`config.mk`:
```
export PLATFORM = sky130hd
export DESIGN_NAME = pwm_deadtime
export DESIGN_NICKNAME = d
export VERILOG_FILES = /design/src/rtl/pwm_deadtime.sv
export SDC_FILE = /design/constraint.sdc
export NUM_CORES = 1
export LEC_CHECK = 0
export BUFFER_PORTS_ARGS = -buffer_cell sky130_fd_sc_hd__buf_2
export CAP_MARGIN = 25
export CORE_AREA = 3 3 73 75
export CTS_BUF_LIST = sky130_fd_sc_hd__clkbuf_16
export DETAILED_ROUTE_END_ITERATION = 8
export DIE_AREA = 0 0 76 78
export SLEW_MARGIN = 20
export SYNTH_ARGS = -nofsm -noshare
export SYNTH_HDL_FRONTEND = slang
export SYNTH_SLANG_ARGS = --single-unit
```
`constraint.sdc`:
```
create_clock -name CLK -period 2.4 [get_ports CLK]
set_clock_uncertainty 0.15 [all_clocks]
set_input_delay 0.36 -clock CLK [delete_from_list [all_inputs] [get_ports CLK]]
set_output_delay 0.36 -clock CLK [all_outputs]
set_load 0.01 [all_outputs]
```
`src/rtl/pwm_deadtime.sv`:
```
// pwm_deadtime: complementary high/low gate-drive pairs with programmable dead time, global enable
// and optional latched fault shutdown (enabled by defining PWM_DT_FAULT_EN). Rev 1.0
`default_nettype none

module pwm_deadtime #(
  parameter int NUM_CHANNELS = 2,
  parameter int DT_WIDTH     = 8
) (
  input  logic                    CLK,
  input  logic                    RST,
  input  logic [NUM_CHANNELS-1:0] pwm_in,
  input  logic                    enable,
  input  logic [DT_WIDTH-1:0]     dt_rise,
  input  logic [DT_WIDTH-1:0]     dt_fall,
  input  logic                    fault_in,
  input  logic                    fault_clr,
  output logic [NUM_CHANNELS-1:0] hi_out,
  output logic [NUM_CHANNELS-1:0] lo_out,
  output logic                    fault_active
);

  typedef enum logic [2:0] {
    ST_IDLE    = 3'd0,
    ST_LOW_ON  = 3'd1,
    ST_DT_RISE = 3'd2,
    ST_HIGH_ON = 3'd3,
    ST_DT_FALL = 3'd4
  } state_t;

  localparam logic [DT_WIDTH-1:0] C_ONE = DT_WIDTH'(1);

  logic [NUM_CHANNELS-1:0] pwm_q;
  logic [NUM_CHANNELS-1:0] pwm_d;
  logic                    force_idle;

  always_comb begin
    pwm_d = pwm_in;
  end

  always_ff @(posedge CLK) begin
    if (RST) begin
      pwm_q <= '0;
    end else begin
      pwm_q <= pwm_d;
    end
  end

`ifdef PWM_DT_FAULT_EN
  logic fault_q;
  logic fault_d;

  // Channels follow the post-edge fault value so outputs and status change on the same edge.
  always_comb begin
    fault_d    = fault_in | (fault_q & ~fault_clr);
    force_idle = ~enable | fault_d;
  end

  always_ff @(posedge CLK) begin
    if (RST) begin
      fault_q <= 1'b0;
    end else begin
      fault_q <= fault_d;
    end
  end

  assign fault_active = fault_q;
`else
  logic unused_fault_inputs;

  always_comb begin
    force_idle = ~enable;
  end

  assign unused_fault_inputs = fault_in ^ fault_clr;
  assign fault_active        = 1'b0;
`endif

  for (genvar i = 0; i < NUM_CHANNELS; i++) begin : g_ch
    state_t              state_q;
    state_t              state_d;
    logic [DT_WIDTH-1:0] cnt_q;
    logic [DT_WIDTH-1:0] cnt_d;
    logic                hi_q;
    logic                hi_d;
    logic                lo_q;
    logic                lo_d;

    always_comb begin
      state_d = state_q;
      cnt_d   = cnt_q;
      if (force_idle) begin
        state_d = ST_IDLE;
      end else begin
        case (state_q)
          ST_IDLE: begin
            state_d = ST_DT_FALL;
            cnt_d   = dt_fall;
          end
          ST_LOW_ON: begin
            if (pwm_q[i]) begin
              state_d = ST_DT_RISE;
              cnt_d   = dt_rise;
            end
          end
          ST_HIGH_ON: begin
            if (!pwm_q[i]) begin
              state_d = ST_DT_FALL;
              cnt_d   = dt_fall;
            end
          end
          ST_DT_RISE: begin
            // A pulse that ends inside the dead time is swallowed.
            if (!pwm_q[i]) begin
              state_d = ST_LOW_ON;
            end else if (cnt_q <= C_ONE) begin
              state_d = ST_HIGH_ON;
            end else begin
              cnt_d = cnt_q - C_ONE;
            end
          end
          ST_DT_FALL: begin
            if (pwm_q[i]) begin
              state_d = ST_HIGH_ON;
            end else if (cnt_q <= C_ONE) begin
              state_d = ST_LOW_ON;
            end else begin
              cnt_d = cnt_q - C_ONE;
            end
          end
          default: begin
            state_d = ST_IDLE;
          end
        endcase
      end
      hi_d = (state_d == ST_HIGH_ON);
      lo_d = (state_d == ST_LOW_ON);
    end

    always_ff @(posedge CLK) begin
      if (RST) begin
        state_q <= ST_IDLE;
        cnt_q   <= '0;
        hi_q    <= 1'b0;
        lo_q    <= 1'b0;
      end else begin
        state_q <= state_d;
        cnt_q   <= cnt_d;
        hi_q    <= hi_d;
        lo_q    <= lo_d;
      end
    end

    assign hi_out[i] = hi_q;
    assign lo_out[i] = lo_q;
  end

endmodule

`default_nettype wire

```
### After elaboration in Yosys (flattened, before gate mapping)

Index checks and enable logic that the tools add are counted.

* order comparisons: 2
* reductions and logical operators: 6
* add/sub/neg operators: 2
* mux-type cells: 28
* equal/unequal tests: 20

Operators with widths (number)
* two-way mux 8 bit: 10
* case mux 8 bit (5 select lines): 2
* two-way mux 3 bit: 14
* case mux 3 bit (5 select lines): 2
* equality test 3 x 2 -> 1 bit, second input constant: 6
* <= comparator 8 x 1 -> 1 bit, second input constant: 2
* inequality test 2 bit, second input constant: 8
* subtractor 8 x 1 -> 8 bit, second input constant: 2
* equality test 3 x 1 -> 1 bit, second input constant: 4
* AND reduction 6 bit: 2
* nonzero test 5 bit: 2
* equality test 3 bit, second input constant: 2
* logical NOT 3 bit: 2

* bits of input ports: 23
* register bits: 28
* output and inout port bits: 5

### Depth between registers and ports, before layout

* depth in word-level cells: 6
* gate-level depth with buffers: 9
* depth with buffers taken out: 8

### Worst setup path after synthesis

Ideal clock, no wire load.

* kind: flip-flop to flip-flop
* from: register g_ch[1].cnt_q[0]
* to: register g_ch[1].cnt_q[5]
* cell stages (with the launch flop): 9
* data required time: 2.133 ns
* library setup time: 0.117 ns
* arrival: 1.825 ns
* period minus slack after synthesis: 2.092 ns
* setup slack: 0.308 ns
* cells stage by stage: dfxtp_1 inv_1 ha_1 o211a_1 o21a_1 nor4_4 buf_6 nand2_1 a32o_1

* longest elaborated chain between the ends: 4
* elaborated cells on any way between the ends: 6
* classes of those cells: 1 x add/sub; 1 x order compare; 4 x mux

Ends and longest elaborated chain
* start, declared: RTL line 81 `logic [DT_WIDTH-1:0] cnt_q;`
* start signal, assigned: RTL line 147 `cnt_q <= cnt_d;`
* subtractor 8 x 1 -> 8 bit / <= comparator 8 x 1 -> 1 bit (equally long branches)
* two-way mux 8 bit *: RTL line 115, 124
* two-way mux 8 bit, on equally long branches: RTL line 122, 113
* case mux 8 bit (5 select lines) *: RTL line 94 `case (state_q)`

Every way passes the cells marked *; elsewhere a longest branch is shown, timed or not. The select of a mux whose other input is x is not followed.
A chain may end at the register's enable or synchronous reset.

### Final worst setup path

Same ends and word-level chain as after synthesis.

==> qor.csv <==
stage,metric,value,unit
route,WL final,5.10,mm
timing,max-slew violations,0,
synth,"top cells by area, synth","dfxtp_1, nor2_1, a21oi_1",
status,status,finished clean,
synth,Yosys top cell area share,27.5,%
synth,Synth Net Count,293,
cells_and_area,Final #Nets,312,
die,io pins,28,
timing,fmax,449,MHz
setup_path,r2r startpoint,g_ch[1].cnt_q[0],
setup_path,Critical Path AT,2.24,ns
route,via/cell ratio,5.46,
synth,top_reg_cell synth,dfxtp_1,
setup_path,Max stage delay on crit path,0.42,ns
run,maxcap violations,0,
cells_and_area,layout cell share with drive strength beyond 1,18.0,%
place,number of port buffers,24,
hold_path,Worst Hold Launch,pwm_in[0],
setup_path,"Max stage delay cell, worst path",dfxtp_1,
die,die extent in y,78,um
power,Pwr Total,1.39,mW
route,First-pass DRT Iterations,4,
place,placed cell count,347,
global_route,grt ovf,0,
cells_and_area,fin cells,351,
timing,final hold viol count,0,
power,worst vdd ir,272,uV
synth,Post-Syn Instances,266,
cells_and_area,Final Util,48.6,%
clock_tree,postcts setup bufs,0,
setup_path,crit path launch type,flop,
global_route,vias in the first global route,1760,
cells_and_area,Synth-to-Final Area Change,12.8,%
setup_path,CP Cell Sequence,inv_1 -> ha_1 -> o211a_1 -> o21a_1 -> nor4_4 -> buf_12 -> nand2_1 -> a32o_1,
clock_tree,CTS Buf Count,3,
place,DP Wirelength,3.96,mm
die,DIE AREA,0.00593,mm2
place,final RePlAce weighted congestion,0.838,
synth,"FFs w/ async S/R, synth",0,%
synth,synth unique cells,63,
synth,Synth Cell Area,0.00204,mm2
global_route,largest net degree at the start of global routing,20,
setup_path,critical path endpoint category,flop,
timing,RSZ-0062 raised after global routing,no,
synth,number of flops mapped to enable cells by yosys,0,
synth,syn avg cell area,7.65,um2
clock_tree,CTS max path bufs,2,
clock_tree,CTS tree,yes,
synth,Synth Register Bits,28,
synth,largest area contributor in the netlist,dfxtp_1,
setup_path,critical path type,flop to flop,
global_route,initial antenna violation count,0,
die,Row Count,25,
global_route,GRT Total Usage,17.6,%
setup_path,required time of the worst setup path,2.41,ns
hold_path,Min-Delay Path Class,input port to flop,
clock_tree,Worst-Skew Late Latency,0.26,ns
route,initial DRC count,122,
route,Post-route DRC,0,
clock_tree,H-tree levels,1,
global_route,first-pass GRT wire length,8.49,mm
cells_and_area,Fillers,472,
timing,post-route clock period utilization,92.8,%
synth,sequential area share after synthesis,27.5,%
die,core area,0.00472,mm2
route,Routed WL per cell,14.5,um
power,PwrDens,607,mW/mm2
setup_path,CP startpoint,g_ch[1].cnt_q[0],
timing,final setup fails,0,
setup_path,crit path max fanout,13,
power,static leakage power,0.920,nW
synth,Synth warnings,0,
route,post-route ant nets,0,
timing,setup_tns,0,ns
route,via count,1917,
timing,minimum clock period,2.23,ns
die,starting density of the core,43.1,%
clock_tree,Worst-path clk slew,0.07,ns
clock_tree,Sink Count,28,
cells_and_area,ant diodes,0,
die,DIE WIDTH,76,um
clock_tree,Clock Root Buffer,clkbuf_16,
critical path, delay by kind of cell, from the launching register on:
kind / cells / cell delay, ns
compound gates: 3 / 0.68
fa+ha+maj: 1 / 0.25
simple gates: 2 / 0.37
buf+inv: 2 / 0.25
flops: 1 / 0.42
routing by layer:
| layer | track usage (%) | routed length, um | up-vias |
|---|---|---|---|
| met3 | 2.20 | 234 | 5 |
| met2 | 30.0 | 2420 | 59 |
| met4 | 5.62 | 60 | 0 |
| met1 | 23.2 | 2390 | 874 |
| met5 | 0 | 0 | - |
| li1 | - | - | 979 |
synthesized netlist by cell type, types with 2 or more instances:
cell type	count
a32o_1	2
nor2_1	37
and2_1	5
nand2_1	22
buf_6	2
o21ai_1	7
o31ai_1	3
a221oi_1	2
dfxtp_1	28
nor2_2	2
clkbuf_1	7
buf_2	4
buf_4	7
nand2b_1	2
a22oi_1	6
o21ai_0	7
nor2b_1	9
nor3b_1	3
or3_1	6
a21oi_1	23
nor4_2	2
nor3_1	11
o211ai_1	2
o22ai_1	3
o32ai_1	2
xor2_1	2
and4_1	2
a211oi_1	3
inv_1	9
a222oi_1	2
xnor2_1	5
ha_1	4
mux2i_1	5
metrics by stage:
step                      area, um2  hold WS (ns)  setup WS (ns)
after global placement         2210         0.335          0.202
final                          2300         0.152          0.172
after CTS                      2290         0.148          0.168
after floorplan                2040         0.309          0.308
after global routing           2300         0.157         0.0539
after detailed placement       2210         0.326          0.188
area by class of cell:
class / instances / area (um2) / area share, %
repair buffers: 35 / 215 / 9.37
multi-input cells: 206 / 1320 / 57.3
clock inverters: 1 / 3.75 / 0.163
well taps: 67 / 83.8 / 3.65
flip-flops and latches: 28 / 562 / 24.5
inverters: 11 / 41.3 / 1.80
clock buffers: 3 / 75.1 / 3.27
worst paths after layout:
| path | endpoint | slack [ns] | cells after the start |
|---|---|---|---|
| worst min register to register | g_ch[0].cnt_q[6] | 0.33 | 2 |
| worst min-delay path | pwm_q[0] | 0.15 | 2 |
| worst max register to register | g_ch[1].cnt_q[5] | 0.17 | 8 |
| worst max-delay path | g_ch[1].cnt_q[5] | 0.17 | 8 |
placed cells by master (no fill, tap or decap), types with 3 or more instances in the layout:
cell	Yosys	routed
a211oi_1	3	3
a21oi_1	23	23
a22oi_1	6	6
and2_1	5	5
buf_2	4	24
buf_4	7	10
clkbuf_16	0	3
dfxtp_1	28	27
ha_1	4	4
inv_1	9	9
mux2i_1	5	5
nand2_1	22	22
nor2_1	37	37
nor2b_1	9	9
nor3_1	11	11
nor3b_1	3	3
o21ai_0	7	7
o21ai_1	7	7
o22ai_1	3	3
o31ai_1	3	3
or3_1	6	6
xnor2_1	5	5
what timing repair did:
| action | 4_1_cts | 5_1_grt |
|---|---|---|
| resized for setup | 0 | 2 |
| hold endpoints to repair | 0 | 0 |
| hold buffers | 0 | 0 |
| setup endpoints to repair | 0 | 3 |
registers in the layout (all words and copies together), names as in the netlist:
register      flops
g_ch.cnt_q       16
g_ch.hi_q         2
g_ch.lo_q         2
g_ch.state_q      6
pwm_q             2
power breakdown:
part | switching (mW) | total (mW) | internal (mW) | leakage (nW)
Combinational | 0.252 | 0.460 | 0.207 | 0.652
Sequential | 0.0464 | 0.551 | 0.504 | 0.230
Clock | 0.161 | 0.384 | 0.224 | 0.0385
kinds of logic after synthesis:
family	share of synthesized area, %
buffers and inverters	8.17
other	0.184
AOI/OAI and AO/OA	26.1
and+or+nand+nor	28.3
adders and majority gates	2.95
DFF	27.5
muxes	2.46
xor gates and xnor gates	4.36
Power figures use the tool's default switching activity.
